**config.mk**
```make
export PLATFORM = sky130hd
export DESIGN_NAME = iob_iob_rr_arbiter
export DESIGN_NICKNAME = d
export VERILOG_FILES = /design/src/rtl/iob_iob_rr_arbiter.sv
export SDC_FILE = /design/constraint.sdc
export NUM_CORES = 1
export LEC_CHECK = 0
export ABC_AREA = 1
export CAP_MARGIN = 10
export CORE_MARGIN = 10
export CORE_UTILIZATION = 20
export DETAILED_ROUTE_END_ITERATION = 7
export PLACE_DENSITY = 0.8
export RECOVER_POWER = 100
export SETUP_SLACK_MARGIN = 0.3
export SYNTH_ARGS = -nofsm -noshare
export SYNTH_HDL_FRONTEND = slang
export SYNTH_SLANG_ARGS = --single-unit
```
**constraint.sdc**
```tcl
create_clock -name clk_i -period 1.2 [get_ports clk_i]
set_input_delay 0.3 -clock clk_i [delete_from_list [all_inputs] [get_ports clk_i]]
set_output_delay 0.3 -clock clk_i [all_outputs]
set_load 0.05 [all_outputs]
```
**src/rtl/iob_iob_rr_arbiter.sv**
```systemverilog
// Round-robin arbiter sharing one IOb subordinate between N_MGR IOb managers.
// One transaction in flight at a time; the grant is held until it completes.
module iob_iob_rr_arbiter #(
  parameter int N_MGR  = 2,
  parameter int ADDR_W = 21,
  parameter int DATA_W = 32
) (
  input  logic                       clk_i,
  input  logic                       cke_i,
  input  logic                       rst_i,
  input  logic [N_MGR-1:0]           m_valid_i,
  input  logic [N_MGR*ADDR_W-1:0]    m_addr_i,
  input  logic [N_MGR*DATA_W-1:0]    m_wdata_i,
  input  logic [N_MGR*DATA_W/8-1:0]  m_wstrb_i,
  output logic [N_MGR-1:0]           m_ready_o,
  output logic [N_MGR-1:0]           m_rvalid_o,
  output logic [N_MGR*DATA_W-1:0]    m_rdata_o,
  input  logic [N_MGR-1:0]           m_rready_i,
  output logic                       s_valid_o,
  output logic [ADDR_W-1:0]          s_addr_o,
  output logic [DATA_W-1:0]          s_wdata_o,
  output logic [DATA_W/8-1:0]        s_wstrb_o,
  input  logic                       s_ready_i,
  input  logic                       s_rvalid_i,
  input  logic [DATA_W-1:0]          s_rdata_i,
  output logic                       s_rready_o,
  output logic [N_MGR-1:0]           grant_o,
  output logic                       busy_o
);

  localparam int IDX_W  = (N_MGR > 1) ? $clog2(N_MGR) : 1;
  localparam int STRB_W = DATA_W / 8;

  localparam logic [1:0] ST_IDLE = 2'd0;
  localparam logic [1:0] ST_REQ  = 2'd1;
  localparam logic [1:0] ST_RESP = 2'd2;

  logic [1:0]        state_q, state_d;
  logic [N_MGR-1:0]  grant_q, grant_d;
  logic [IDX_W-1:0]  last_q,  last_d;

  logic              hi_found, lo_found, win_found;
  logic [IDX_W-1:0]  hi_idx, lo_idx, win_idx;
  logic [N_MGR-1:0]  win_oh;

  logic              g_valid, g_rready;
  logic [ADDR_W-1:0] g_addr;
  logic [DATA_W-1:0] g_wdata;
  logic [STRB_W-1:0] g_wstrb;

  // Rotating priority: first requester above last, otherwise the lowest requester.
  always_comb begin
    hi_found = 1'b0;
    lo_found = 1'b0;
    hi_idx   = '0;
    lo_idx   = '0;
    for (int k = N_MGR - 1; k >= 0; k--) begin
      if (m_valid_i[k]) begin
        if (k > int'(last_q)) begin
          hi_found = 1'b1;
          hi_idx   = IDX_W'(k);
        end
        lo_found = 1'b1;
        lo_idx   = IDX_W'(k);
      end
    end
    win_found = lo_found;
    win_idx   = hi_found ? hi_idx : lo_idx;
    win_oh    = '0;
    for (int k = 0; k < N_MGR; k++) begin
      win_oh[k] = (IDX_W'(k) == win_idx);
    end
  end

  always_comb begin
    g_addr  = '0;
    g_wdata = '0;
    g_wstrb = '0;
    for (int k = 0; k < N_MGR; k++) begin
      if (grant_q[k]) begin
        g_addr  = m_addr_i[k*ADDR_W +: ADDR_W];
        g_wdata = m_wdata_i[k*DATA_W +: DATA_W];
        g_wstrb = m_wstrb_i[k*STRB_W +: STRB_W];
      end
    end
    g_valid  = |(m_valid_i & grant_q);
    g_rready = |(m_rready_i & grant_q);
  end

  // Handshakes: a request transfers when valid & ready are both high in a cycle;
  // a response transfers when rvalid & rready are both high in a cycle.
  always_comb begin
    s_valid_o  = 1'b0;
    s_addr_o   = '0;
    s_wdata_o  = '0;
    s_wstrb_o  = '0;
    m_ready_o  = '0;
    m_rvalid_o = '0;
    s_rready_o = 1'b0;
    if (state_q == ST_REQ) begin
      s_valid_o = g_valid;
      s_addr_o  = g_addr;
      s_wdata_o = g_wdata;
      s_wstrb_o = g_wstrb;
      m_ready_o = grant_q & {N_MGR{s_ready_i}};
    end
    if (state_q == ST_RESP) begin
      m_rvalid_o = grant_q & {N_MGR{s_rvalid_i}};
      s_rready_o = g_rready;
    end
  end

  always_comb begin
    state_d = state_q;
    grant_d = grant_q;
    last_d  = last_q;
    case (state_q)
      ST_IDLE: begin
        if (win_found) begin
          state_d = ST_REQ;
          grant_d = win_oh;
          last_d  = win_idx;
        end
      end
      ST_REQ: begin
        if (!g_valid) begin
          state_d = ST_IDLE;
          grant_d = '0;
        end else if (s_ready_i) begin
          if (|g_wstrb) begin
            state_d = ST_IDLE;
            grant_d = '0;
          end else begin
            state_d = ST_RESP;
          end
        end
      end
      ST_RESP: begin
        if (s_rvalid_i && g_rready) begin
          state_d = ST_IDLE;
          grant_d = '0;
        end
      end
      default: begin
        state_d = ST_IDLE;
        grant_d = '0;
      end
    endcase
  end

  always_ff @(posedge clk_i) begin
    if (rst_i) begin
      state_q <= ST_IDLE;
      grant_q <= '0;
      last_q  <= IDX_W'(N_MGR - 1);
    end else if (cke_i) begin
      state_q <= state_d;
      grant_q <= grant_d;
      last_q  <= last_d;
    end
  end

  assign m_rdata_o = {N_MGR{s_rdata_i}};
  assign grant_o   = grant_q;
  assign busy_o    = (state_q != ST_IDLE);

endmodule

```
Yosys cells after proc, flatten, opt, wreduce, memory -nomap -nowiden
Index checks and enable logic that the tools add are counted.
- magnitude comparators: 1
- eq/ne operators: 6
- mux-type cells: 30
- bitwise operators: 5
- reduce and logical (&&, ||, !) cells: 9
- operators by type and width (operator ; count):
    $mux W32 ; 3
    $mux W21 ; 3
    $mux W2 ; 11
    $mux W4 ; 3
    $pmux W2 S3 ; 2
    $and A2 B2 Y2 ; 4
    $mux W1 ; 8
    $reduce_and A5 Y1 ; 1
    $reduce_and A4 Y1 ; 1
    $reduce_or A2 Y1 ; 2
    $reduce_or A4 Y1 ; 1
    $ne A3 B2 Y1 const B ; 1
    $ne A3 B3 Y1 const B ; 1
    $reduce_and A3 Y1 ; 1
    $eq A2 B1 Y1 const B ; 1
    $eq A2 B2 Y1 const B ; 1
    $logic_not A2 Y1 ; 1
    $ne A2 B1 Y1 const B ; 1
    $ne A2 B2 Y1 const B ; 1
    $reduce_bool A2 Y1 ; 1
    $gt A1 B1 Y1 const A ; 1
    $logic_and A1 B1 Y1 ; 1
    $not A1 Y1 ; 1
- register bits after elaboration: 5
- bits of input ports: 155
- output and inout port bits: 130

Logic depth before layout (Yosys ltp)
- depth in word-level cells: 7
- depth in mapped cells: 10
- depth with buffers taken out: 9

Worst setup path before layout
OpenSTA, ideal clock, no wires.
- kind: reg2out
- start point: register grant_q[0], in the netlist grant_o[0]
- end point: output m_ready_o[0]
- arrival: 2.029 ns
- data required time: 0.900 ns
- slack: -1.129 ns
- stages on the path, launching flop included: 3
- path buffers: 0
- cell sequence: dfxtp_1 > inv_2 > nor3_1
- word-level cells in the longest chain between the ends: 2
- ends and longest elaborated chain (element ; line ; text):
    from (decl) ; 39 ; logic [N_MGR-1:0] grant_q, grant_d;
    from (signal assigned) ; 158 ; grant_q <= grant_d;
    $and A2 B2 Y2 ; 105 ; m_ready_o = grant_q & {N_MGR{s_ready_i}};
    $mux W2 ; 100 ; if (state_q == ST_REQ) begin
    to (decl) ; 15 ; output logic [N_MGR-1:0] m_ready_o,
Every way passes these cells.

Worst setup path after layout
- start point: register grant_q[1], in the netlist grant_o[1]
- end point: output s_wdata_o[25]
- word-level cells in the longest chain between the ends: 2
- ends and longest elaborated chain (element ; line ; text):
    $mux W32 ; 80 ; if (grant_q[k]) begin
    $mux W32 ; 100 ;
    to (decl) ; 21 ; output logic [DATA_W-1:0] s_wdata_o,
Every way passes these cells.

==> metrics.md <==
| Metric | Value |
|---|---|
| Slew margin rel. | `about 78%` |
| Final Cycle Share | `144%` |
| Syn avg cell area | `6.22 µm²` |
| Final Hold Viols | `0` |
| Post-layout util | `between 60% and 70%` |
| Sequential share of the synthesized area | `6.03%` |
| Initial core utilization | `20.4%` |
| Setup Crit Path Kind | `reg -> out` |
| Setup WS post-layout | `-0.524 ns` |
| GRT overflow | `0` |
| Syn nets | `422` |
| Measured slew at the worst slew-check pin | `0.330 ns` |
| Net count, final | `567` |
| Global placement routability congestion | `0.906` |
| Initial DRT Pass Iterations | `4` |
| Share of cells above drive strength 1 | `around 53%` |
| Average wire per standard cell | `~19 µm` |
| Worst setup SP type | `flip-flop` |
| Core area | `a little over 0.008 mm²` |
| Critical path data required time | `0.90 ns` |
| Number of max-cap violations | `0` |
| DIE WIDTH | `111 µm` |
| Vias in the first global route | `2,596` |
| Top FF cell, synth | `dfxtp_1` |
| Setup TNS | `-30.10 ns` |
| First-pass GRT wire length | `14.7 mm` |
| Synth Instances | `between 200 and 300` |
| I/O pins | `285` |
| EDFF count, synth | `0` |
| Worst-skew pair later-pin latency | `0.23 ns` |
| Buffers added on ports | `188` |
| Drc violations | `0` |
| Mapped cell area | `between 0.0015 and 0.002 mm²` |
| N_diodes | `0` |
| Post-synth ARST share | `0%` |
| CTS Sinks | `5` |
| Cts hold-fix bufs | `0` |
| DP HPWL | `just over 8 mm` |
| Status | `finished with violations` |
| Post-Place Cells | `501` |
| Die area | `around 0.012 mm²` |
| Vias per cell | `4.72` |
| Post-route ant nets | `0` |
| Total power | `around 2.7 mW` |
| Antenna violations before repair | `0` |
| Failing checks | `setup timing` |
| CP Max Fanout | `32` |
| Final Slew Violations | `0` |
| Clock tree buffer depth | `2` |
| Initial DRC count | `61` |
| Maximum vdd drop | `522 µV` |
| Synthesis Warnings | `0` |
| Final WL | `9.97 mm` |
| Largest net degree at the start of global routing | `34` |
| CTS tree | `done` |
| Num CTS Buffers | `3` |
| Synth unique cells | `23` |
| Layout area overhead | `196%` |
| Cell row count | `33` |
| P per Cell Area | `551 mW/mm²` |
| Fmax | `between 0.5 and 0.6 GHz` |
| Tmin final | `1.72 ns` |
| Clock transition at the registers of the reported paths | `0.04 ns` |
| DIE HEIGHT | `111 µm` |
| Htree depth | `1` |
| All-Layer GR Usage | `14.3%` |
| Final setup violation count | `70` |
| Arrival @ worst endpoint | `about 1.4 ns` |
| Final std cells w/o fill | `about 520` |
| Clk_skew | `0.00545 ns` |
| Via count | `~2,400` |
| Crit. End Element | `output port` |
| RSZ-0062 raised after global routing | `yes` |
| Hold WC Path Type | `reg -> reg` |
| Synthesized flop and latch total | `5` |
| Static leakage | `around 1.7 nW` |
| CTS root buf | `clkbuf_8` |
[worst paths after layout]
kind | start | slack, ns | depth (start not counted) | endpoint
hold / removal | last_q$_SDFFE_PP1P_ | 0.52 | 2 | last_q$_SDFFE_PP1P_
setup / recovery | grant_o[1]$_SDFFE_PP0P_ | -0.52 | 5 | s_wdata_o[25]
setup reg to reg | state_q[0]$_SDFFE_PP0P_ | -0.27 | 12 | grant_o[1]$_SDFFE_PP0P_
hold reg to reg | last_q$_SDFFE_PP1P_ | 0.52 | 2 | last_q$_SDFFE_PP1P_
[per-layer routing]
metal	wire (µm)	global-route usage (%)
met3	961	5.19
met2	5410	26.9
met1	3450	14.7
met5	0	0
met4	150	3.34
[layout make-up]
type	count	area, µm²
Clock buffer	4	45.0
Fill cell	637	3210
Inverter	13	70.1
Multi-Input combinational cell	167	1550
Sequential cell	5	113
Tap cell	105	131
Timing Repair Buffer	220	3000
Timing Repair inverter	2	17.5
[power by group]
group          switching (mW)  leakage (nW)  internal, mW
clock                  0.0911        0.0228         0.229
sequential             0.0268        0.0437         0.186
combinational            1.08          1.63          1.10
[cell usage after synthesis, types with 4 or more instances]
master | instances | area, µm²
nand2_1 | 21 | 78.8
nand3_1 | 7 | 35.0
nor3_1 | 4 | 20.0
nand2_2 | 7 | 43.8
clkbuf_1 | 4 | 15.0
buf_4 | 68 | 510
inv_1 | 10 | 37.5
dfxtp_1 | 5 | 100
nor2_1 | 59 | 221
a21oi_1 | 6 | 30.0
a22oi_1 | 53 | 398
buf_2 | 8 | 40.0
[stage by stage]
stage,cell area [µm²],worst slack [ns],hold WS (ns)
finish,4920,-0.524,0.517
global route,4920,-0.568,0.539
detailed placement,4580,-0.410,0.486
global placement,4580,-0.358,0.470
floorplan,2270,-0.359,0.362
CTS,4790,-0.507,0.509
[sequential cells by signal, summed over array words and instances (netlist names)]
register  count
state_q       2
last_q        1
grant_o       2
[layout by cell type, fill, tap and decap left out, types with 6 or more instances in the layout]
master | Yosys | routed
clkdlybuf4s50_1 | 0 | 121
buf_12 | 0 | 77
nor2_4 | 1 | 59
a22oi_1 | 53 | 40
nand2_1 | 21 | 16
a22oi_2 | 0 | 13
buf_4 | 68 | 11
nand2_2 | 7 | 10
buf_6 | 2 | 7
nand3_1 | 7 | 6
[cells by family (layout without fill, tap and decap cells)]
kind of cell | after synthesis | count (layout) | synth area share, %
buf+inv | 95 | 239 | 38.5
compound gates | 62 | 62 | 27.4
flops | 5 | 5 | 6.03
simple gates | 105 | 105 | 28.0
[what timing repair did]
item	4_1_cts	5_1_grt
setup endpoints to repair	71	71
gates cloned	1	4
pin swaps	6	5
gates resized for setup	36	9
setup buffers	5	1
[critical path, cell delays in order (launching register included)]
cell and delay, ns:
dfxtp_4 0.38, nor2_8 0.15, buf_12 0.19, a22oi_1 0.14
nor2_4 0.17, buf_12 0.15
No activity file was read; power rests on OpenSTA's default activity.
